$ cat config.mk
export PLATFORM = sky130hd
export DESIGN_NAME = spi_peripheral
export DESIGN_NICKNAME = d
export VERILOG_FILES = /design/src/rtl/spi_peripheral_pkg.sv /design/src/rtl/spi_peripheral_sync_edge.sv /design/src/rtl/spi_peripheral.sv
export SDC_FILE = /design/constraint.sdc
export NUM_CORES = 1
export LEC_CHECK = 0
export ABC_AREA = 0
export ABC_CLOCK_PERIOD_IN_PS = 4800
export CAP_MARGIN = 20
export CORE_MARGIN = 5
export CORE_UTILIZATION = 35
export DETAILED_ROUTE_END_ITERATION = 12
export GPL_ROUTABILITY_DRIVEN = 0
export PLACE_DENSITY_LB_ADDON = 0.1
export SYNTH_ARGS = -nofsm -noshare
export SYNTH_HDL_FRONTEND = slang
export SYNTH_SLANG_ARGS = --single-unit
$ cat constraint.sdc
create_clock -name clk -period 4.8 [get_ports clk]
set_input_delay 1.44 -clock clk [delete_from_list [all_inputs] [get_ports clk]]
set_output_delay 1.44 -clock clk [all_outputs]
set_load 0.02 [all_outputs]
$ cat src/rtl/spi_peripheral_pkg.sv
// Shared types and sizing helpers for the SPI peripheral (CPOL=0/CPHA=1).
package spi_peripheral_pkg;

   typedef enum logic {
      IDLE   = 1'b0,
      ACTIVE = 1'b1
   } state_t;

   // Bit counter must hold the value DWIDTH itself, not just DWIDTH-1.
   function automatic int cnt_width(input int dwidth);
      return $clog2(dwidth) + 1;
   endfunction

   // Shortest SCLK high or low phase, in clk cycles, that the oversampler resolves.
   function automatic int min_sclk_phase(input int sync_stages);
      return sync_stages + 1;
   endfunction

endpackage

$ cat src/rtl/spi_peripheral_sync_edge.sv
// Multi-flop synchronizer for an asynchronous SPI pin with rise/fall strobes.
module spi_sync_edge #(
   parameter int   STAGES = 2,
   parameter logic INIT   = 1'b0
) (
   input  logic clk,
   input  logic rst,
   input  logic din,
   output logic rise,
   output logic fall
);

   logic [STAGES-1:0] ff;
   logic              prev;

   // NOTE: INIT matches the pin's idle level so leaving reset never fakes an edge.
   always_ff @(posedge clk) begin
      if (rst) begin
         ff   <= {STAGES{INIT}};
         prev <= INIT;
      end else begin
         ff   <= {ff[STAGES-2:0], din};
         prev <= ff[STAGES-1];
      end
   end

   assign rise = ff[STAGES-1] & ~prev;
   assign fall = ~ff[STAGES-1] & prev;

endmodule

$ cat src/rtl/spi_peripheral.sv
// SPI peripheral, mode 1, fully clk-domain: oversampled pins, one-entry TX buffer, RX strobe.
module spi_peripheral
   import spi_peripheral_pkg::*;
#(
   parameter int               DWIDTH      = 8,
   parameter logic [DWIDTH-1:0] DEFAULT_TX = '0,
   parameter int               SYNC_STAGES = 2
) (
   input  logic              clk,
   input  logic              rst,
   input  logic              sclk,
   input  logic              ss_n,
   input  logic              mosi,
   output logic              miso,
   output logic              miso_oe,
   input  logic [DWIDTH-1:0] tx_data,
   input  logic              tx_valid,
   output logic              tx_ready,
   output logic [DWIDTH-1:0] rx_data,
   output logic              rx_valid,
   output logic              underrun,
   output logic              aborted
);

   localparam int            CW       = cnt_width(DWIDTH);
   localparam logic [CW-1:0] CNT_FULL = CW'(DWIDTH);
   localparam logic [CW-1:0] CNT_LAST = CW'(1);

   logic sclk_rise, sclk_fall, ss_rise, ss_fall;
   logic [SYNC_STAGES-1:0] mosi_ff;
   logic                   mosi_s;

   spi_sync_edge #(.STAGES(SYNC_STAGES), .INIT(1'b0)) u_sclk_sync (
      .clk (clk),
      .rst (rst),
      .din (sclk),
      .rise(sclk_rise),
      .fall(sclk_fall)
   );

   spi_sync_edge #(.STAGES(SYNC_STAGES), .INIT(1'b1)) u_ss_sync (
      .clk (clk),
      .rst (rst),
      .din (ss_n),
      .rise(ss_rise),
      .fall(ss_fall)
   );

   // Same depth as the sclk path, so mosi_s lines up with the detected falling edge.
   always_ff @(posedge clk) begin
      if (rst) mosi_ff <= '0;
      else     mosi_ff <= {mosi_ff[SYNC_STAGES-2:0], mosi};
   end
   assign mosi_s = mosi_ff[SYNC_STAGES-1];

   state_t              state;
   logic [CW-1:0]       bit_cnt;
   logic [DWIDTH-1:0]   tx_sh;
   logic [DWIDTH-2:0]   rx_sh;
   logic [DWIDTH-1:0]   rx_next;
   logic [DWIDTH-1:0]   buf_q;
   logic                buf_full;
   logic                accept, word_done, load, buf_full_nxt;

   assign rx_next   = {rx_sh, mosi_s};
   assign accept    = tx_valid & tx_ready;
   assign word_done = (state == ACTIVE) & sclk_fall & (bit_cnt == CNT_LAST);
   // A word finishing as ss_n rises ends the frame, so nothing is reloaded for it.
   assign load      = ((state == IDLE) & ss_fall) | (word_done & ~ss_rise);
   // Accept only happens with the buffer empty, so a same-cycle load took DEFAULT_TX.
   assign buf_full_nxt = accept ? 1'b1 : (load ? 1'b0 : buf_full);

   always_ff @(posedge clk) begin
      if (rst) begin
         state    <= IDLE;
         bit_cnt  <= CNT_FULL;
         tx_sh    <= '0;
         rx_sh    <= '0;
         buf_q    <= '0;
         buf_full <= 1'b0;
         tx_ready <= 1'b0;
         miso     <= 1'b0;
         miso_oe  <= 1'b0;
         rx_data  <= '0;
         rx_valid <= 1'b0;
         underrun <= 1'b0;
         aborted  <= 1'b0;
      end else begin
         rx_valid <= 1'b0;
         underrun <= 1'b0;
         aborted  <= 1'b0;
         buf_full <= buf_full_nxt;
         tx_ready <= ~buf_full_nxt;
         if (accept) buf_q <= tx_data;
         if (load) begin
            tx_sh    <= buf_full ? buf_q : DEFAULT_TX;
            underrun <= ~buf_full;
         end

         case (state)
            IDLE: begin
               if (ss_fall) begin
                  state   <= ACTIVE;
                  bit_cnt <= CNT_FULL;
                  miso_oe <= 1'b1;
               end
            end
            ACTIVE: begin
               if (sclk_rise) begin
                  miso  <= tx_sh[DWIDTH-1];
                  tx_sh <= {tx_sh[DWIDTH-2:0], 1'b0};
               end
               if (sclk_fall) begin
                  rx_sh <= rx_next[DWIDTH-2:0];
                  if (bit_cnt == CNT_LAST) begin
                     rx_data  <= rx_next;
                     rx_valid <= 1'b1;
                     bit_cnt  <= CNT_FULL;
                  end else begin
                     bit_cnt <= bit_cnt - CNT_LAST;
                  end
               end
               if (ss_rise) begin
                  state   <= IDLE;
                  miso    <= 1'b0;
                  miso_oe <= 1'b0;
                  bit_cnt <= CNT_FULL;
                  aborted <= (bit_cnt != CNT_FULL) & ~word_done;
               end
            end
            default: state <= IDLE;
         endcase
      end
   end

endmodule

==> qor.txt <==
STATUS
--------------------------------------------------------------------------------------------------------
Outcome                                                                                        completed

SYNTH
--------------------------------------------------------------------------------------------------------
Post-Syn Area per Cell                                                                         9.72 um^2
Net count after synthesis                                                                            226
Most used standard cells in the synthesized netlist                                         sky130_fd_sc_hd__dfxtp_1 (51), sky130_fd_sc_hd__nand2_1 (23), sky130_fd_sc_hd__nor2_1 (19)
Register bit count reported by yosys                                                                  51
Share of the synthesized area in the top cell type                                                 50.3%
Main synth FF type                                                                          sky130_fd_sc_hd__dfxtp_1
Synth warnings                                                                                         0
Cell with the most instances after synthesis                                                sky130_fd_sc_hd__dfxtp_1
Post-synth EDFFs                                                                                       0
Dominant cells by area after synthesis                                                      sky130_fd_sc_hd__dfxtp_1 (50%), sky130_fd_sc_hd__mux2i_1 (7.9%), sky130_fd_sc_hd__nand2_1 (4.3%)
Count of cell types in the netlist                                                                    39
Synth area leader                                                                           sky130_fd_sc_hd__dfxtp_1
Fraction of the yosys area taken by sequential cells                                               50.3%
Netlist area before placement                                                                  2030 um^2
Count of mapped cells out of synthesis                                                               209
Post-synth ARST share                                                                                 0%

CLOCKING
--------------------------------------------------------------------------------------------------------
Clock tree from TritonCTS                                                                          built
Total CTS buffers                                                                                      5
# Post-CTS Setup Buffers                                                                               0
Number of sinks on the clock net                                                                      51
Resize count post-CTS                                                                                  0
Hold-fix buffer count after cts                                                                        0
Number of H-tree levels                                                                                2
Number of buffers on the longest clock path                                                            2
Later-pin clock latency in the skew report                                                       0.31 ns
Clock Root Buffer                                                                           sky130_fd_sc_hd__clkbuf_8
Post-CTS clock slew at the launch and capture registers of the worst setup and hold paths        0.09 ns

TIMING
--------------------------------------------------------------------------------------------------------
Final setup violation count                                                                            0
Max Fclk                                                                                         367 MHz
Worst hold margin                                                                               0.423 ns
Sum of negative setup slack                                                                         0 ns
Setup repair after global routing missed its margin                                                   no
Crit path setup slack, layout                                                                    2.08 ns
Post-route clock period utilization                                                                56.7%
Tmin final                                                                                       2.72 ns
Max-slew violation count                                                                               0
Slew at the pin closest to its max-slew limit                                                   0.634 ns
Clock tree skew after final layout                                                            0.00560 ns
Tightest slew margin relative to the limit                                                         57.6%
Final-report hold violation count                                                                      0

SETUP PATH
--------------------------------------------------------------------------------------------------------
Flop2flop setup slack                                                                            2.26 ns
Cells along the critical path                                                               clkdlybuf4s50_1
Crit Path Max Fanout                                                                                   3
Delay of the slowest cell on the worst path                                                      0.61 ns
Crit path capture type                                                                       output port
Family with the most delay on the worst path                                                buffers and inverters
Critical Path RT                                                                                 3.36 ns
Arrival @ worst endpoint                                                                         1.28 ns
Library cell contributing the largest single delay on the critical path                     sky130_fd_sc_hd__clkdlybuf4s50_1
Critical R2R Capture                                                                        tx_sh[5]$_SDFF_PP0_
Number of buffer and inverter stages on the critical path                                              1
Startpoint types                                                                                    flop
Count of cells along the worst register-to-register path                                               4
Startpoint of the worst register-to-register path                                           state$_SDFF_PP0_
Worst setup path class                                                                      flop to output port

PLACEMENT
--------------------------------------------------------------------------------------------------------
IO Port Bufs                                                                                          27
Placed instance area                                                                           2330 um^2
Detailed placer's ending HPWL                                                                    2670 um
Count of placed standard cells including taps                                                        298
Post-placement setup slack                                                                       2.02 ns

ROUTE
--------------------------------------------------------------------------------------------------------
Number of nets with antenna violations after routing                                                   0
Violation count after the first detailed-route iteration                                              89
Via count                                                                                          1,475
Number of detailed-routing iterations run before antenna repair                                        4
Count of unresolved DRC violations after routing                                                       0
Average detailed-routed wire length per instance                                                 12.8 um
Routed wire length                                                                               3910 um
Post-DR vias/cell                                                                                   4.82

LAYOUT
--------------------------------------------------------------------------------------------------------
Number of filler cells placed in the layout                                                          559
Cell Count, Final, Fillers Out                                                                       306
Utilization after layout                                                                           43.6%
Cell area after layout                                                                         2430 um^2
Area taken by multi-input logic gates                                                           918 um^2
Register area                                                                                  1020 um^2
Proportion of layout cells with a drive suffix above 1                                             7.69%
Count of antenna diodes in the layout                                                                  0
Number of nets in the finished design                                                                250
Syn-to-layout area delta                                                                           19.8%

DIE
--------------------------------------------------------------------------------------------------------
Die outline area                                                                               7430 um^2
Die width                                                                                        86.2 um
Die H                                                                                            86.2 um
Num rows                                                                                              27
I/O pin total                                                                                         28
Initial Util                                                                                       36.4%
Placeable core region                                                                          5570 um^2

POWER AND IR DROP
--------------------------------------------------------------------------------------------------------
Post-layout total power                                                                         0.775 mW
Static power due to leakage                                                                     0.930 nW
Areal power density over the cells                                                           319 nW/um^2
Worst IR Drop VDD                                                                             0.000124 V

GLOBAL ROUTE
--------------------------------------------------------------------------------------------------------
Vias in the first global route                                                                     1,387
Global route overflow                                                                                  0
Global-route usage over all layers                                                                 11.3%
First-pass GRT wire length                                                                       6630 um
Maximum number of pins on one net before global-route repair                                          23
Number of antenna violations at the first check in global routing                                      0

WORST HOLD PATH
--------------------------------------------------------------------------------------------------------
Worst hold path startpoint                                                                  u_ss_sync.ff[0]$_SDFF_PP1_
Capture endpoint of the worst hold path                                                     u_ss_sync.ff[1]$_SDFF_PP1_
Depth of the worst hold-timing path                                                                    1
Class of the most critical hold timing path                                                 flop to flop

FLOW RUN
--------------------------------------------------------------------------------------------------------
Max-cap violations                                                                                     0

logic make-up after synthesis:
logic type	synth area share (%)
AOI/OAI and AO/OA	15.7
muxes	7.89
DFF	50.3
and+or+nand+nor	19.8
adders and majority gates	1.85
buffers and inverters	4.50
flip-flops by register name (all words and copies together), names as in the netlist, 2 cells and up:
name,count
u_sclk_sync.ff,2
tx_sh,8
u_ss_sync.ff,2
mosi_ff,2
buf_q,8
rx_sh,7
bit_cnt,4
rx_data,8
how the worst max path moves through the flow:
| stage | startpoint | end | slack (ns) | cells past startpoint |
|---|---|---|---|---|
| global route | rx_data[0]$_SDFFE_PP0P_ | rx_data[0] | 2.02 | 1 |
| finish | miso_oe$_SDFFE_PP0P_ | miso_oe | 2.08 | 1 |
| floorplan | rst | tx_sh[1]$_SDFF_PP0_ | 2.58 | 4 |
| detailed placement | rst | bit_cnt[3]$_SDFFE_PP1P_ | 2.02 | 3 |
| CTS | miso_oe$_SDFFE_PP0P_ | miso_oe | 2.05 | 1 |
| global placement | rst | bit_cnt[3]$_SDFFE_PP1P_ | 2.03 | 3 |
per-layer routing:
| metal | up-vias | GRT usage, % | routed length [um] |
|---|---|---|---|
| li1 | 772 | - | - |
| met1 | 672 | 15.8 | 2090 |
| met2 | 25 | 15.8 | 1600 |
| met3 | 6 | 3.90 | 160 |
| met4 | 0 | 4.25 | 55 |
| met5 | - | 0 | 0 |
placed cells by master (no fill, tap or decap), types with 2 or more instances in the layout:
cell and count:
sky130_fd_sc_hd__clkbuf_8 6, sky130_fd_sc_hd__o21a_1 8, sky130_fd_sc_hd__nand2_1 23, sky130_fd_sc_hd__nor2_1 19
sky130_fd_sc_hd__o21ai_0 3, sky130_fd_sc_hd__and2_1 8, sky130_fd_sc_hd__nor2b_1 9, sky130_fd_sc_hd__ha_1 3
sky130_fd_sc_hd__a21oi_1 14, sky130_fd_sc_hd__nor4_1 2, sky130_fd_sc_hd__and3_1 2, sky130_fd_sc_hd__mux2i_1 16
sky130_fd_sc_hd__buf_4 2, sky130_fd_sc_hd__or2_2 3, sky130_fd_sc_hd__inv_1 3, sky130_fd_sc_hd__o221a_1 7
sky130_fd_sc_hd__clkdlybuf4s50_1 27, sky130_fd_sc_hd__nor3_1 5, sky130_fd_sc_hd__nand3_1 3, sky130_fd_sc_hd__dfxtp_1 51
cell type report:
cell class	count	share of cell area, %
Tap cell	72	3.70
Clock inverter	2	0.669
Sequential cell	51	42.0
Timing Repair Buffer	29	11.7
Multi-Input combinational cell	141	37.8
Inverter	5	0.772
Clock buffer	6	3.40
power breakdown:
part / internal [mW] / switching [mW]
registers: 0.437 / 0.0114
clock network: 0.118 / 0.146
logic: 0.0316 / 0.0303
No activity file was read; power rests on OpenSTA's default activity.
